$ cat config.mk
export PLATFORM = sky130hd
export DESIGN_NAME = game_text_sequencer
export DESIGN_NICKNAME = d
export VERILOG_FILES = /design/src/rtl/game_text_sequencer.sv
export SDC_FILE = /design/constraint.sdc
export NUM_CORES = 1
export LEC_CHECK = 0
export ABC_AREA = 1
export BUFFER_PORTS_ARGS = -buffer_cell sky130_fd_sc_hd__buf_2
export CAP_MARGIN = 5
export CORE_ASPECT_RATIO = 0.8
export CORE_MARGIN = 3
export CORE_UTILIZATION = 45
export DETAILED_ROUTE_END_ITERATION = 10
export PLACE_DENSITY_LB_ADDON = 0.15
export SYNTH_ARGS = -nofsm -noshare
export SYNTH_HDL_FRONTEND = slang
export SYNTH_SLANG_ARGS = --single-unit
export TNS_END_PERCENT = 10
$ cat constraint.sdc
create_clock -name clk_i -period 2.1 [get_ports clk_i]
set_input_delay 0.21 -clock clk_i [delete_from_list [all_inputs] [get_ports clk_i]]
set_output_delay 0.21 -clock clk_i [all_outputs]
set_load 0.02 [all_outputs]
$ cat src/rtl/game_text_sequencer.sv
// Game-state controller and glyph-ROM sequencer for the on-screen word display.
// Runs the attract / playing / game-over machine, maps the beam position onto a
// small text window to address the glyph ROM, and turns the returned row bits
// into a registered text pixel two cycles behind the beam position.
module game_text_sequencer #(
  parameter logic [8:0] TEXT_X        = 9'd64,
  parameter logic [8:0] TEXT_Y        = 9'd96,
  parameter int         ATTRACT_CHARS = 4,
  parameter int         OVER_CHARS    = 9,
  parameter int         BLINK_FRAMES  = 32,
  parameter int         OVER_FRAMES   = 180
) (
  input  logic       clk_i,
  input  logic       reset_i,
  input  logic [8:0] hpos_i,
  input  logic [8:0] vpos_i,
  input  logic       display_on_i,
  input  logic       start_btn_i,
  input  logic       player_dead_i,
  input  logic [4:0] rom_bits_i,
  output logic [3:0] glyph_index_o,
  output logic [2:0] glyph_row_o,
  output logic       text_pixel_o,
  output logic [1:0] game_state_o,
  output logic       playing_o
);

  typedef enum logic [1:0] {
    ST_ATTRACT = 2'd0,
    ST_PLAYING = 2'd1,
    ST_OVER    = 2'd2,
    ST_UNUSED  = 2'd3
  } state_e;

  localparam int BW = (BLINK_FRAMES > 1) ? $clog2(BLINK_FRAMES) : 1;
  localparam int OW = (OVER_FRAMES > 1) ? $clog2(OVER_FRAMES) : 1;
  localparam logic [BW-1:0] BLINK_LAST = BW'(BLINK_FRAMES - 1);
  localparam logic [OW-1:0] OVER_LAST  = OW'(OVER_FRAMES - 1);
  localparam logic [4:0]    ATTRACT_N  = 5'(ATTRACT_CHARS);
  localparam logic [4:0]    OVER_N     = 5'(OVER_CHARS);

  state_e          state_q, state_d;
  logic            start_prev_q;
  logic [BW-1:0]   blink_cnt_q, blink_cnt_d;
  logic            blink_on_q, blink_on_d;
  logic [OW-1:0]   over_cnt_q, over_cnt_d;

  logic [3:0]      glyph_index_q, glyph_index_d;
  logic [2:0]      glyph_row_q, glyph_row_d;
  logic [2:0]      col_q, col_d;
  logic            win_q, win_d;
  logic            text_pixel_q, text_pixel_d;

  logic            frame_tick;
  logic            start_rise;
  logic            blink_eff;
  logic [8:0]      relx, rely;
  logic [4:0]      nchars;
  logic            rom_bit;

  assign frame_tick = (hpos_i == 9'd0) && (vpos_i == 9'd0);
  assign start_rise = start_btn_i & ~start_prev_q;
  assign blink_eff  = blink_on_q | (state_q != ST_ATTRACT);

  // Next state and frame counters: blink timer runs only in attract, dwell timer only in game-over
  always_comb begin
    state_d     = state_q;
    blink_cnt_d = blink_cnt_q;
    blink_on_d  = blink_on_q;
    over_cnt_d  = over_cnt_q;
    case (state_q)
      ST_ATTRACT: begin
        if (start_rise) begin
          state_d     = ST_PLAYING;
          blink_cnt_d = '0;
          blink_on_d  = 1'b1;
        end else if (frame_tick) begin
          if (blink_cnt_q == BLINK_LAST) begin
            blink_cnt_d = '0;
            blink_on_d  = ~blink_on_q;
          end else begin
            blink_cnt_d = blink_cnt_q + 1'b1;
          end
        end
      end
      ST_PLAYING: begin
        if (player_dead_i) begin
          state_d    = ST_OVER;
          over_cnt_d = '0;
        end
      end
      ST_OVER: begin
        if (frame_tick) begin
          if (over_cnt_q == OVER_LAST) begin
            state_d     = ST_ATTRACT;
            over_cnt_d  = '0;
            blink_cnt_d = '0;
            blink_on_d  = 1'b1;
          end else begin
            over_cnt_d = over_cnt_q + 1'b1;
          end
        end
      end
      default: begin
        state_d     = ST_ATTRACT;
        blink_cnt_d = '0;
        blink_on_d  = 1'b1;
      end
    endcase
  end

  // Stage 1: window test and ROM address; wrapped (negative) offsets are excluded by the >= tests
  always_comb begin
    relx = hpos_i - TEXT_X;
    rely = vpos_i - TEXT_Y;
    case (state_q)
      ST_ATTRACT: nchars = ATTRACT_N;
      ST_OVER:    nchars = OVER_N;
      default:    nchars = 5'd0;
    endcase
    win_d = (hpos_i >= TEXT_X) && (vpos_i >= TEXT_Y) && (rely < 9'd10) &&
            (relx[8:4] < nchars) && display_on_i;
    glyph_index_d = win_d ? relx[7:4] : 4'hF;
    glyph_row_d   = win_d ? rely[3:1] : 3'd0;
    col_d         = relx[3:1];
  end

  // Stage 2: pick the ROM bit for the column (MSB is leftmost; columns 5..7 are blank gap)
  always_comb begin
    rom_bit = 1'b0;
    case (col_q)
      3'd0:    rom_bit = rom_bits_i[4];
      3'd1:    rom_bit = rom_bits_i[3];
      3'd2:    rom_bit = rom_bits_i[2];
      3'd3:    rom_bit = rom_bits_i[1];
      3'd4:    rom_bit = rom_bits_i[0];
      default: rom_bit = 1'b0;
    endcase
    text_pixel_d = win_q & blink_eff & rom_bit;
  end

  // State, counters and both pipeline stages, cleared by synchronous reset
  always_ff @(posedge clk_i) begin
    if (reset_i) begin
      state_q       <= ST_ATTRACT;
      blink_cnt_q   <= '0;
      blink_on_q    <= 1'b1;
      over_cnt_q    <= '0;
      glyph_index_q <= 4'hF;
      glyph_row_q   <= 3'd0;
      col_q         <= 3'd0;
      win_q         <= 1'b0;
      text_pixel_q  <= 1'b0;
    end else begin
      state_q       <= state_d;
      blink_cnt_q   <= blink_cnt_d;
      blink_on_q    <= blink_on_d;
      over_cnt_q    <= over_cnt_d;
      glyph_index_q <= glyph_index_d;
      glyph_row_q   <= glyph_row_d;
      col_q         <= col_d;
      win_q         <= win_d;
      text_pixel_q  <= text_pixel_d;
    end
  end

  // Button history tracks the pin even through reset, so a button held across reset is not a press
  always_ff @(posedge clk_i) begin
    start_prev_q <= start_btn_i;
  end

  assign glyph_index_o = glyph_index_q;
  assign glyph_row_o   = glyph_row_q;
  assign text_pixel_o  = text_pixel_q;
  assign game_state_o  = state_q;
  assign playing_o     = (state_q == ST_PLAYING);

endmodule

==> metrics.md <==
| Metric | Value |
|---|---|
| Final Slew Violations | `0` |
| Setup crit start kind | `flip-flop` |
| Hold path depth | `1` |
| Post-synth top area share | `between 30% and 40%` |
| Syn nets | `around 270` |
| Area Growth Syn to Fin | `19.2%` |
| Drt wl/cell | `between 10 and 15 um` |
| Remaining global-route overflow | `0` |
| Area taken by flip-flops and latches | `approximately 580 um^2` |
| CTS max path bufs | `2` |
| Most common flop cell mapped by yosys | `dfxtp_1` |
| Number of antenna violations at the first check in global routing | `0` |
| R2r endpoint | `glyph_index_o[1]` |
| Setup TNS | `0 ns` |
| Setup Fix Bufs, Post-CTS | `0` |
| Share of post-route cells with drive strength above 1 | `27.3%` |
| Post-synth EDFFs | `0` |
| Buffers on Ports | `38` |
| Ports | `39` |
| Vias per cell | `roughly 4.9` |
| Die Ht | `between 60 and 70 um` |
| RSZ-0062 raised after global routing | `false` |
| Static leakage | `between 0.9 and 1 nW` |
| Largest cells by area after synthesis | `dfxtp_1 35%, nand2_1 9.8%, inv_1 7.2%` |
| Critical setup path kind | `reg -> reg` |
| Crit path DAT | `about 1.9 ns` |
| DR WL met3 | `approximately 300 um` |
| Hold endpoint | `start_prev_q` |
| Vias post-DR | `between 1.5k and 2k` |
| Reg2Reg Depth | `10` |
| Total length of routed wires | `around 3.5 mm` |
| HP Start | `start_btn_i` |
| First-pass GRT wire length | `between 5 and 6 mm` |
| Sequential area share after synthesis | `around a third` |
| CP Max Fanout | `10` |
| Area leader, netlist | `dfxtp_1` |
| Clk sinks | `29` |
| Fin nets | `between 300 and 400` |
| Die W | `74.3 um` |
| Routed length on met2 | `~1.4 mm` |
| Final Hold Vio Count | `0` |
| Crit share post-route | `82.2%` |
| Met1 Routed Length | `1.76 mm` |
| Pwr dens | `~630 nW/um^2` |
| Footprint of the multi-input gates | `roughly 940 um^2` |
| Clock skew | `about 0.0038 ns` |
| Hold_buf cts | `0` |
| Post-cts sizing count | `0` |
| Worst-skew pair later-pin latency | `approximately 0.28 ns` |
| CTS H-Tree Depth | `2` |
| Total Routing Usage GR | `between 10% and 20%` |
| Worst reg2reg setup slack | `~0.37 ns` |
| Max-cap violation count | `0` |
| Slew @ Worst Pin | `between 0.3 and 0.4 ns` |
| Ys async rst share | `0%` |
| Final GP Congestion | `0.844` |
| Library cells used by synthesis | `33` |
| Largest net degree at the start of global routing | `13` |
| Hold Slack | `approximately 0.052 ns` |
| Status | `complete, no violations` |
| Starting density of the core | `about half` |
| Worst r2r src | `game_state_o[1]` |
| DRT iter0 DRCs | `51` |
| CTS tree | `done` |
| Antenna diode count | `0` |
| Fill cells | `around 340` |
| Root buf cell | `clkbuf_8` |
| Vias in the first global route | `1266` |
| Peak supply drop | `~0.00042 V` |
| Core area | `~3500 um^2` |
| Synthesized cell area | `around 1700 um^2` |
| Drt drc | `0` |
| Highest routed layer | `met4` |
| DRT Pass-1 Iters | `4` |
| Final setup vio count | `0` |
| Synth Register Bits | `29` |
| Synth Instances | `230` |
| Fmax | `0.579 GHz` |
| Detail Placement HPWL | `~2.8 mm` |
| Slew Limit Headroom | `between 70% and 80%` |
| Fin crit period | `1.73 ns` |
| Die outline area | `approximately 4500 um^2` |
| Worst-path clk slew | `0.06 ns` |
| Num CTS Buffers | `5` |
| Min-Delay Path Class | `in -> reg` |
| Std-Cell Rows | `19` |
| Antenna Nets Post-Route | `0` |
| Synth warnings | `0` |
| Syn Area/Cell | `7.30 um^2` |
| CP endpoint kind | `flip-flop` |
| Required time worst endpoint | `about 2.3 ns` |
## flip-flops by register name (all words and copies together), names as in the netlist
name and flops:
win_q 1, over_cnt_q 8, game_state_o 2, glyph_row_o 3, glyph_index_o 4, blink_cnt_q 5, col_q 3, text_pixel_o 1
blink_on_q 1, start_prev_q 1
## cell usage after synthesis, drive strengths merged, types with 3 or more instances
| master | number |
|---|---|
| dfxtp | 29 |
| ha | 8 |
| nand2 | 50 |
| nand3 | 18 |
| xor2 | 3 |
| o21ai | 6 |
| inv | 39 |
| a21oi | 12 |
| nor2 | 41 |
| nand4 | 11 |
## final cells by class
class | count | share of cell area [%]
tap | 42 | 2.63
clock buffer | 8 | 4.01
multi-input combinational | 160 | 47.1
timing repair buffer | 39 | 9.89
inverter | 39 | 7.32
sequential | 29 | 29.0
## layer usage
layer	vias up	global-route usage, %
met2	44	23.2
met5	-	0
li1	823	-
met1	677	23.5
met4	0	7.61
met3	5	4.80
## worst max path at each step
stage                          startpoint  depth (start not counted)                to
after floorplan           game_state_o[1]                         10  glyph_index_o[0]
after global placement    game_state_o[1]                         10  glyph_index_o[2]
after detailed placement  game_state_o[1]                         10  glyph_index_o[1]
after CTS                 game_state_o[1]                         10  glyph_index_o[1]
after global routing      game_state_o[1]                         10  glyph_index_o[1]
final                     game_state_o[1]                         10  glyph_index_o[1]
## kinds of logic (layout without fill, tap and decap cells)
logic type / count (synthesis) / after routing / share of synthesized area, %
buffers and inverters: 41 / 86 / 9.25
and+or+nand+nor: 123 / 123 / 37.4
adders and majority gates: 8 / 8 / 5.97
AOI/OAI and AO/OA: 24 / 24 / 10.2
xor gates and xnor gates: 5 / 5 / 2.61
DFF: 29 / 29 / 34.6
## power breakdown
group	switching (mW)	internal [mW]	total, mW	leakage (nW)
registers	0.0236	0.574	0.597	0.236
logic	0.144	0.0929	0.237	0.696
clock network	0.194	0.235	0.429	0.0395
total	0.362	0.901	1.26	0.971
## cell usage in the layout, fill, tap and decap left out, drive strengths merged, types with 2 or more instances in the layout
cell	synthesis	layout
inv	39	39
nor3	2	2
xor2	3	3
ha	8	8
nand3	18	18
clkbuf	0	8
dfxtp	29	29
buf	2	39
xnor2	2	2
o21bai	2	2
o21ai	6	6
nand2	50	50
a21oi	12	12
nand4	11	11
nor2	41	41
## stage by stage
stage | total power, mW | worst slack, ns | utilization, % | cell area (um^2) | instances
5_1_grt | 1.34 | 0.126 | 57.2 | 2000 | 317
3_5_place_dp | 0.848 | 0.364 | 54.9 | 1920 | 309
2_1_floorplan | 0.776 | 0.439 | - | 1680 | 230
6_report | 1.26 | 0.374 | 57.2 | 2000 | 317
4_1_cts | 1.29 | 0.342 | 57.2 | 2000 | 317
3_3_place_gp | 0.845 | 0.439 | 54.9 | 1920 | 309
## critical path, cell delays in order, from the launching register on
cell and delay (ns):
dfxtp_1 0.45, inv_2 0.10, nor2_8 0.17, inv_2 0.08, ha_1 0.18, inv_1 0.05
nand4_1 0.07, nor3_1 0.15, nand3_1 0.18, inv_2 0.13, nand2_1 0.06
No activity file was read; power rests on OpenSTA's default activity.
